--- config.mk ---
export PLATFORM = sky130hd
export DESIGN_NAME = rmii_tx_ctrl
export DESIGN_NICKNAME = d
export VERILOG_FILES = /design/src/rtl/rmii_tx_ctrl_pkg.sv /design/src/rtl/rmii_tx_ctrl_fcs.sv /design/src/rtl/rmii_tx_ctrl.sv
export SDC_FILE = /design/constraint.sdc
export NUM_CORES = 1
export LEC_CHECK = 0
export CORE_ASPECT_RATIO = 2
export CORE_MARGIN = 2
export CORE_UTILIZATION = 55
export CTS_BUF_LIST = sky130_fd_sc_hd__clkbuf_2
export CTS_CLUSTER_SIZE = 25
export DETAILED_ROUTE_END_ITERATION = 10
export GPL_TIMING_DRIVEN = 1
export PLACE_DENSITY_LB_ADDON = 0.15
export SLEW_MARGIN = 20
export SYNTH_ARGS = -nofsm -noshare
export SYNTH_HDL_FRONTEND = slang
export SYNTH_HIERARCHICAL = 1
export SYNTH_SLANG_ARGS = --single-unit
--- constraint.sdc ---
create_clock -name clk -period 3.15 [get_ports clk]
set_clock_uncertainty 0.15 [all_clocks]
set_input_delay 0.315 -clock clk [delete_from_list [all_inputs] [get_ports clk]]
set_output_delay 0.315 -clock clk [all_outputs]
set_load 0.02 [all_outputs]
--- src/rtl/rmii_tx_ctrl_pkg.sv ---
// rmii_tx_ctrl_pkg: shared states, framing constants and the 2-bit CRC-32 step for the RMII transmitter.
// Optional PAD state exists only when RMII_TX_CTRL_PAD_EN is defined.
package rmii_tx_ctrl_pkg;
`ifdef RMII_TX_CTRL_PAD_EN
  typedef enum logic [2:0] {ST_IDLE, ST_PREAMBLE, ST_SFD, ST_DATA, ST_PAD, ST_FCS, ST_IFG} state_e;
`else
  typedef enum logic [2:0] {ST_IDLE, ST_PREAMBLE, ST_SFD, ST_DATA, ST_FCS, ST_IFG} state_e;
`endif
  localparam int PREAMBLE_DIBITS = 28;
  localparam logic [7:0] SFD_BYTE = 8'hD5;
  localparam int FCS_DIBITS = 16;
  localparam logic [31:0] CRC_INIT = 32'hFFFF_FFFF;
  localparam logic [31:0] CRC_POLY = 32'hEDB8_8320;
  function automatic logic [31:0] crc_dibit(input logic [31:0] crc, input logic [1:0] d);
    logic [31:0] c;
    c = crc;
    for (int i = 0; i < 2; i++) c = (c >> 1) ^ ((c[0] ^ d[i]) ? CRC_POLY : 32'h0);
    return c;
  endfunction
endpackage

--- src/rtl/rmii_tx_ctrl_fcs.sv ---
// eth_fcs_d2: reflected CRC-32 register advancing one dibit (LSB first) per enabled cycle.
// Ports: clk, rst (sync, active-high), clr_i (reload init), en_i (absorb dibit_i), dibit_i, crc_o (raw register).
module eth_fcs_d2
  import rmii_tx_ctrl_pkg::*;
(
  input  logic        clk,
  input  logic        rst,
  input  logic        clr_i,
  input  logic        en_i,
  input  logic [1:0]  dibit_i,
  output logic [31:0] crc_o
);
  logic [31:0] crc_q, crc_d;
  always_comb crc_d = clr_i ? CRC_INIT : en_i ? crc_dibit(crc_q, dibit_i) : crc_q;
  always_ff @(posedge clk) crc_q <= rst ? CRC_INIT : crc_d;
  assign crc_o = crc_q;
endmodule

--- src/rtl/rmii_tx_ctrl.sv ---
// rmii_tx_ctrl: RMII transmit framer (preamble, SFD, payload, optional zero pad, FCS, inter-frame gap).
// Ports: clk/rst (sync, active-high); s_data/s_valid/s_last/s_ready byte stream in;
// txd/tx_en RMII dibit out; busy (not IDLE); underrun (one-cycle abort pulse).
// Macro RMII_TX_CTRL_PAD_EN enables zero padding of short frames to MIN_FRAME_BYTES.
module rmii_tx_ctrl
  import rmii_tx_ctrl_pkg::*;
#(
  parameter int IFG_DIBITS      = 48,
  parameter int MIN_FRAME_BYTES = 60
) (
  input  logic       clk,
  input  logic       rst,
  input  logic [7:0] s_data,
  input  logic       s_valid,
  input  logic       s_last,
  output logic       s_ready,
  output logic [1:0] txd,
  output logic       tx_en,
  output logic       busy,
  output logic       underrun
);
  localparam int CW = $clog2((IFG_DIBITS > PREAMBLE_DIBITS ? IFG_DIBITS : PREAMBLE_DIBITS) + 1);
  if (IFG_DIBITS < 1) begin : g_bad_ifg
    $error("IFG_DIBITS must be at least 1");
  end
  if (MIN_FRAME_BYTES < 1) begin : g_bad_min
    $error("MIN_FRAME_BYTES must be at least 1");
  end
  state_e state_q, state_d;
  logic [CW-1:0] cnt_q, cnt_d;
  logic [7:0] byte_q, byte_d;
  logic last_q, last_d;
  logic [1:0] txd_q, txd_d;
  logic tx_en_q, tx_en_d, s_ready_q, s_ready_d, busy_q, busy_d, underrun_q, underrun_d;
  logic crc_clr, crc_en;
  logic [31:0] crc;
`ifdef RMII_TX_CTRL_PAD_EN
  localparam int BW = $clog2(MIN_FRAME_BYTES + 1);
  logic [BW-1:0] bcnt_q, bcnt_d, bcnt_inc;
  assign bcnt_inc = (bcnt_q == BW'(MIN_FRAME_BYTES)) ? bcnt_q : bcnt_q + 1'b1;
`endif
  eth_fcs_d2 u_fcs (
    .clk    (clk),
    .rst    (rst),
    .clr_i  (crc_clr),
    .en_i   (crc_en),
    .dibit_i(txd_d),
    .crc_o  (crc)
  );
  // Outputs are registered from the next-state values, so txd/tx_en/s_ready line up with state_q.
  always_comb begin
    state_d = state_q;
    cnt_d = cnt_q + 1'b1;
    byte_d = byte_q;
    last_d = last_q;
    underrun_d = 1'b0;
`ifdef RMII_TX_CTRL_PAD_EN
    bcnt_d = bcnt_q;
`endif
    case (state_q)
      ST_IDLE: begin
        cnt_d = '0;
`ifdef RMII_TX_CTRL_PAD_EN
        bcnt_d = '0;
`endif
        if (s_valid) state_d = ST_PREAMBLE;
      end
      ST_PREAMBLE: if (cnt_q == CW'(PREAMBLE_DIBITS - 1)) begin
        state_d = ST_SFD;
        cnt_d = '0;
      end
      ST_DATA: if (cnt_q[1:0] == 2'd3 && last_q) begin
        cnt_d = '0;
`ifdef RMII_TX_CTRL_PAD_EN
        state_d = (bcnt_q < BW'(MIN_FRAME_BYTES)) ? ST_PAD : ST_FCS;
        bcnt_d = bcnt_inc;
`else
        state_d = ST_FCS;
`endif
      end
`ifdef RMII_TX_CTRL_PAD_EN
      ST_PAD: if (cnt_q[1:0] == 2'd3) begin
        cnt_d = '0;
        if (bcnt_q == BW'(MIN_FRAME_BYTES)) state_d = ST_FCS;
        else bcnt_d = bcnt_inc;
      end
`endif
      ST_FCS: if (cnt_q == CW'(FCS_DIBITS - 1)) begin
        state_d = ST_IFG;
        cnt_d = '0;
      end
      ST_IFG: if (cnt_q == CW'(IFG_DIBITS - 1)) begin
        state_d = ST_IDLE;
        cnt_d = '0;
      end
      default: ;
    endcase
    // s_ready_q marks the last dibit of SFD or of a non-final byte: take the next byte or abort.
    if (s_ready_q) begin
      cnt_d = '0;
      state_d = s_valid ? ST_DATA : ST_IFG;
      underrun_d = !s_valid;
      byte_d = s_valid ? s_data : byte_q;
      last_d = s_valid ? s_last : last_q;
`ifdef RMII_TX_CTRL_PAD_EN
      if (s_valid) bcnt_d = bcnt_inc;
`endif
    end
    tx_en_d = state_d != ST_IDLE && state_d != ST_IFG;
    busy_d = state_d != ST_IDLE;
    txd_d = state_d == ST_PREAMBLE ? 2'b01 :
            state_d == ST_SFD ? SFD_BYTE[{cnt_d[1:0], 1'b0} +: 2] :
            state_d == ST_DATA ? byte_d[{cnt_d[1:0], 1'b0} +: 2] :
            state_d == ST_FCS ? ~crc[{cnt_d[3:0], 1'b0} +: 2] : 2'b00;
    s_ready_d = cnt_d[1:0] == 2'd3 && (state_d == ST_SFD || (state_d == ST_DATA && !last_d));
    crc_clr = state_q == ST_IDLE && state_d == ST_PREAMBLE;
`ifdef RMII_TX_CTRL_PAD_EN
    crc_en = state_d == ST_DATA || state_d == ST_PAD;
`else
    crc_en = state_d == ST_DATA;
`endif
  end
  always_ff @(posedge clk) begin
    if (rst) begin
      state_q <= ST_IDLE;
      cnt_q <= '0;
      byte_q <= '0;
      last_q <= 1'b0;
      txd_q <= '0;
      tx_en_q <= 1'b0;
      s_ready_q <= 1'b0;
      busy_q <= 1'b0;
      underrun_q <= 1'b0;
`ifdef RMII_TX_CTRL_PAD_EN
      bcnt_q <= '0;
`endif
    end else begin
      state_q <= state_d;
      cnt_q <= cnt_d;
      byte_q <= byte_d;
      last_q <= last_d;
      txd_q <= txd_d;
      tx_en_q <= tx_en_d;
      s_ready_q <= s_ready_d;
      busy_q <= busy_d;
      underrun_q <= underrun_d;
`ifdef RMII_TX_CTRL_PAD_EN
      bcnt_q <= bcnt_d;
`endif
    end
  end
  assign txd = txd_q;
  assign tx_en = tx_en_q;
  assign s_ready = s_ready_q;
  assign busy = busy_q;
  assign underrun = underrun_q;
endmodule

==> impl_metrics.tcl <==
set metrics [dict create \
    status "finished with violations" \
    violations "negative setup slack" \
    finalNetCount 406 \
    routedWlPerCell_um 17.7 \
    tightest_slew_ns 0.556 \
    synth-edff-count 0 \
    max-vdd-ir-drop_mv 0.376 \
    cts.clk_slew.worst_paths_ns 0.26 \
    synthTopCellsByArea "dfxtp_1 (37%), nand2_1 (6.6%), mux2i_1 (5.7%)" \
    synthFlopType "dfxtp_1" \
    min_path_cells 3 \
    hold_path_class "in2reg" \
    drive_gt1_frac 0.338 \
    yosys.area.top_type_share 0.373 \
    power_density_mw_per_mm2 311 \
    setup_viol 16 \
    gp_congestion 0.980 \
    grt_pass1_wl_mm 13.4 \
    min-delay-start "s_data[2]" \
    crit_top_cell "nor4_2" \
    fin_cells 454 \
    cp_data_required_time_ns 3.42 \
    crit_chain "or3b_4, o211a_4, o31ai_4, nor4_2, nor4_1, nor4_2, a21oi_2, xnor2_4, buf_6, xnor3_1, o211ai_2" \
    maxCapViolations 0 \
    synthTopCellsByCount "dfxtp_1 (56), nand2_1 (53), o211ai_1 (21), nor2_1 (20)" \
    io_pins 18 \
    syn_avg_cell_area_um2 9.19 \
    min_period_ns 3.25 \
    slew_violations 0 \
    root_buffer "clkbuf_2" \
    ctsHtreeMaxLevel 2 \
    critPathCaptureType "register" \
    cts_buffers 5 \
    yosysWarnings 6 \
    core_area_mm2 0.00533 \
    wirelength_mm 8.06 \
    clock_sinks 56 \
    fin_util 0.753 \
    die-area_mm2 0.00611 \
    rrSetupSlack_ns -0.10 \
    cts_tree "built" \
    seq_area_frac_synth 0.373 \
    fillers 379 \
    path_class "reg2reg" \
    clkLatencyLatePin_ns 0.49 \
    worstPathArrival_ns 3.53 \
    r2r-end "u_fcs/crc_o[26]" \
    period_share 1.03 \
    diodes 0 \
    grt_usage 0.279 \
    grt_pass1_vias 2754 \
    r2r_cells 11 \
    rsz0062_at_grt "yes" \
    initial_core_util 0.564 \
    fin_ws_ns -0.102 \
    die_y_um 109 \
    vias 2738 \
    cp_slowest_cell "dfxtp_4" \
    rows 38 \
    drcViolationCount 0 \
    antenna_found_initial 0 \
    firstDrtPassIters 4 \
    syn_inst 327 \
    cts_buffer_depth 2 \
    area_growth_pct 33.3 \
    slew_headroom 0.628 \
    dp_cells 431 \
    overflow 0 \
    async_flop_share 0 \
    dieWidth_um 56.3 \
    io_buffers 17 \
    yosysMostFrequentCell "dfxtp_1" \
    grt_max_degree 39 \
    synth_top_area_cell "dfxtp_1" \
    post-dp-hpwl_mm 5.43 \
    reg2reg_from "state_q[1]" \
    fin_total_pwr_uw 1250 \
    p_leak_uw 0.00158 \
    place_area_mm2 0.00359 \
    syn_nets 340 \
    ys_ff_latch 56 \
    drt_iter0_markers 122 \
    start_kind "register" \
    whs_endpoint "byte_q[2]" \
    synth.distinct_cells 57 \
    syn_area_mm2 0.00301 \
    vias_per_cell 6.03 \
    timing.final.hold_violations 0 \
    cpPeakStageDelay_ns 0.43 \
    timing.fmax_mhz 307 \
    crit_fanout 6 \
    final_area_mm2 0.00401 \
    postRouteAntennaNets 0 \
]
==> cell usage in the layout (no fill, tap or decap), types with 3 or more instances in the layout <==
cell type	Yosys	layout
buf_4	1	54
o21ai_0	3	3
a211o_1	3	3
nand2_1	53	53
clkbuf_2	0	6
nor2_1	20	15
a211oi_2	3	4
dfxtp_1	56	52
nor2_2	0	4
mux2_2	6	6
xnor2_1	4	4
nor4_2	0	4
a21oi_1	13	12
xor2_1	15	9
xor2_2	0	6
o211ai_1	21	21
inv_1	3	3
xnor3_1	6	6
mux2i_1	17	17
buf_6	0	9
clkdlybuf4s50_1	0	17
dfxtp_2	0	3
nor3b_1	4	3
nor3_1	7	6
o22ai_1	3	3
nand3b_1	3	3
nand3_1	8	8
==> report_power, final <==
group | total, uW | leakage, uW | internal [uW] | switching [uW]
registers | 720 | 0.000456 | 716 | 3.81
clock network | 279 | 0.0000266 | 55.0 | 224
logic | 249 | 0.00109 | 129 | 120
total | 1250 | 0.00158 | 900 | 347
==> registers in the layout (all words and copies together) (netlist names) <==
signal / cells
busy: 1
byte_q: 8
cnt_q: 6
last_q: 1
s_ready: 1
state_q: 3
tx_en: 1
txd: 2
u_fcs/crc_o: 32
underrun: 1
==> logic make-up (layout without fill, tap and decap cells) <==
group,after synthesis,count (layout),share of synthesized area
and+or+nand+nor,119,119,0.194
AOI/OAI and AO/OA,74,74,0.192
buffers and inverters,27,94,0.0420
xor gates and xnor gates,27,27,0.115
adders and majority gates,1,1,0.00416
muxes,23,23,0.0791
DFF,56,56,0.373
==> timing repair <==
action	CTS	global route
gates cloned	1	0
hold buffers	0	0
buffers inserted	10	6
endpoints found under the setup margin	19	20
resized for setup	30	20
pin swaps	16	14
==> stage by stage <==
stage | hold slack, ns | setup TNS, ns | setup WS, ns
after floorplan | 0.235 | 0 | 0.0170
after CTS | 0.185 | -0.0110 | -0.0110
final | 0.213 | -0.716 | -0.102
after detailed placement | 0.296 | -2.49 | -0.178
after global routing | 0.181 | -3.22 | -0.226
after global placement | 0.294 | -1.83 | -0.127
==> worst max-delay path, delay by kind of cell, from the launching register on <==
kind                      cells  cell delay [ns]
AOI/OAI and AO/OA             4             1.01
and+or+nand+nor               4             0.97
xor gates and xnor gates      2             0.49
DFF                           1             0.43
buffers and inverters         1             0.16
==> worst max path at each step <==
stage                    start               to  slack [ns]  depth (start not counted)
finish              state_q[1]  u_fcs/crc_o[26]       -0.10                         11
global route          cnt_q[0]   u_fcs/crc_o[8]       -0.23                         13
floorplan             cnt_q[4]  u_fcs/crc_o[26]        0.02                         12
CTS                   cnt_q[1]   u_fcs/crc_o[5]       -0.01                         13
detailed placement    cnt_q[0]  u_fcs/crc_o[23]       -0.18                         11
global placement      cnt_q[0]  u_fcs/crc_o[20]       -0.13                         12
==> layout make-up <==
class                           instances  area, um^2  share of cell area
Clock buffer                            6        30.0             0.00749
Clock inverter                          2        11.3             0.00281
Inverter                                4        15.0             0.00375
Multi-Input combinational cell        244        2030               0.505
Sequential cell                        56        1130               0.282
Tap cell                               60        75.1              0.0187
Timing Repair Buffer                   82         722               0.180
==> per-layer routing <==
| metal | global-route usage | vias up | wire, um |
|---|---|---|---|
| li1 | - | 1318 | - |
| met1 | 0.341 | 1319 | 3240 |
| met2 | 0.471 | 78 | 4190 |
| met3 | 0.0431 | 23 | 349 |
| met4 | 0.136 | 0 | 276 |
| met5 | 0 | - | 0 |
Power figures use the tool's default switching activity.
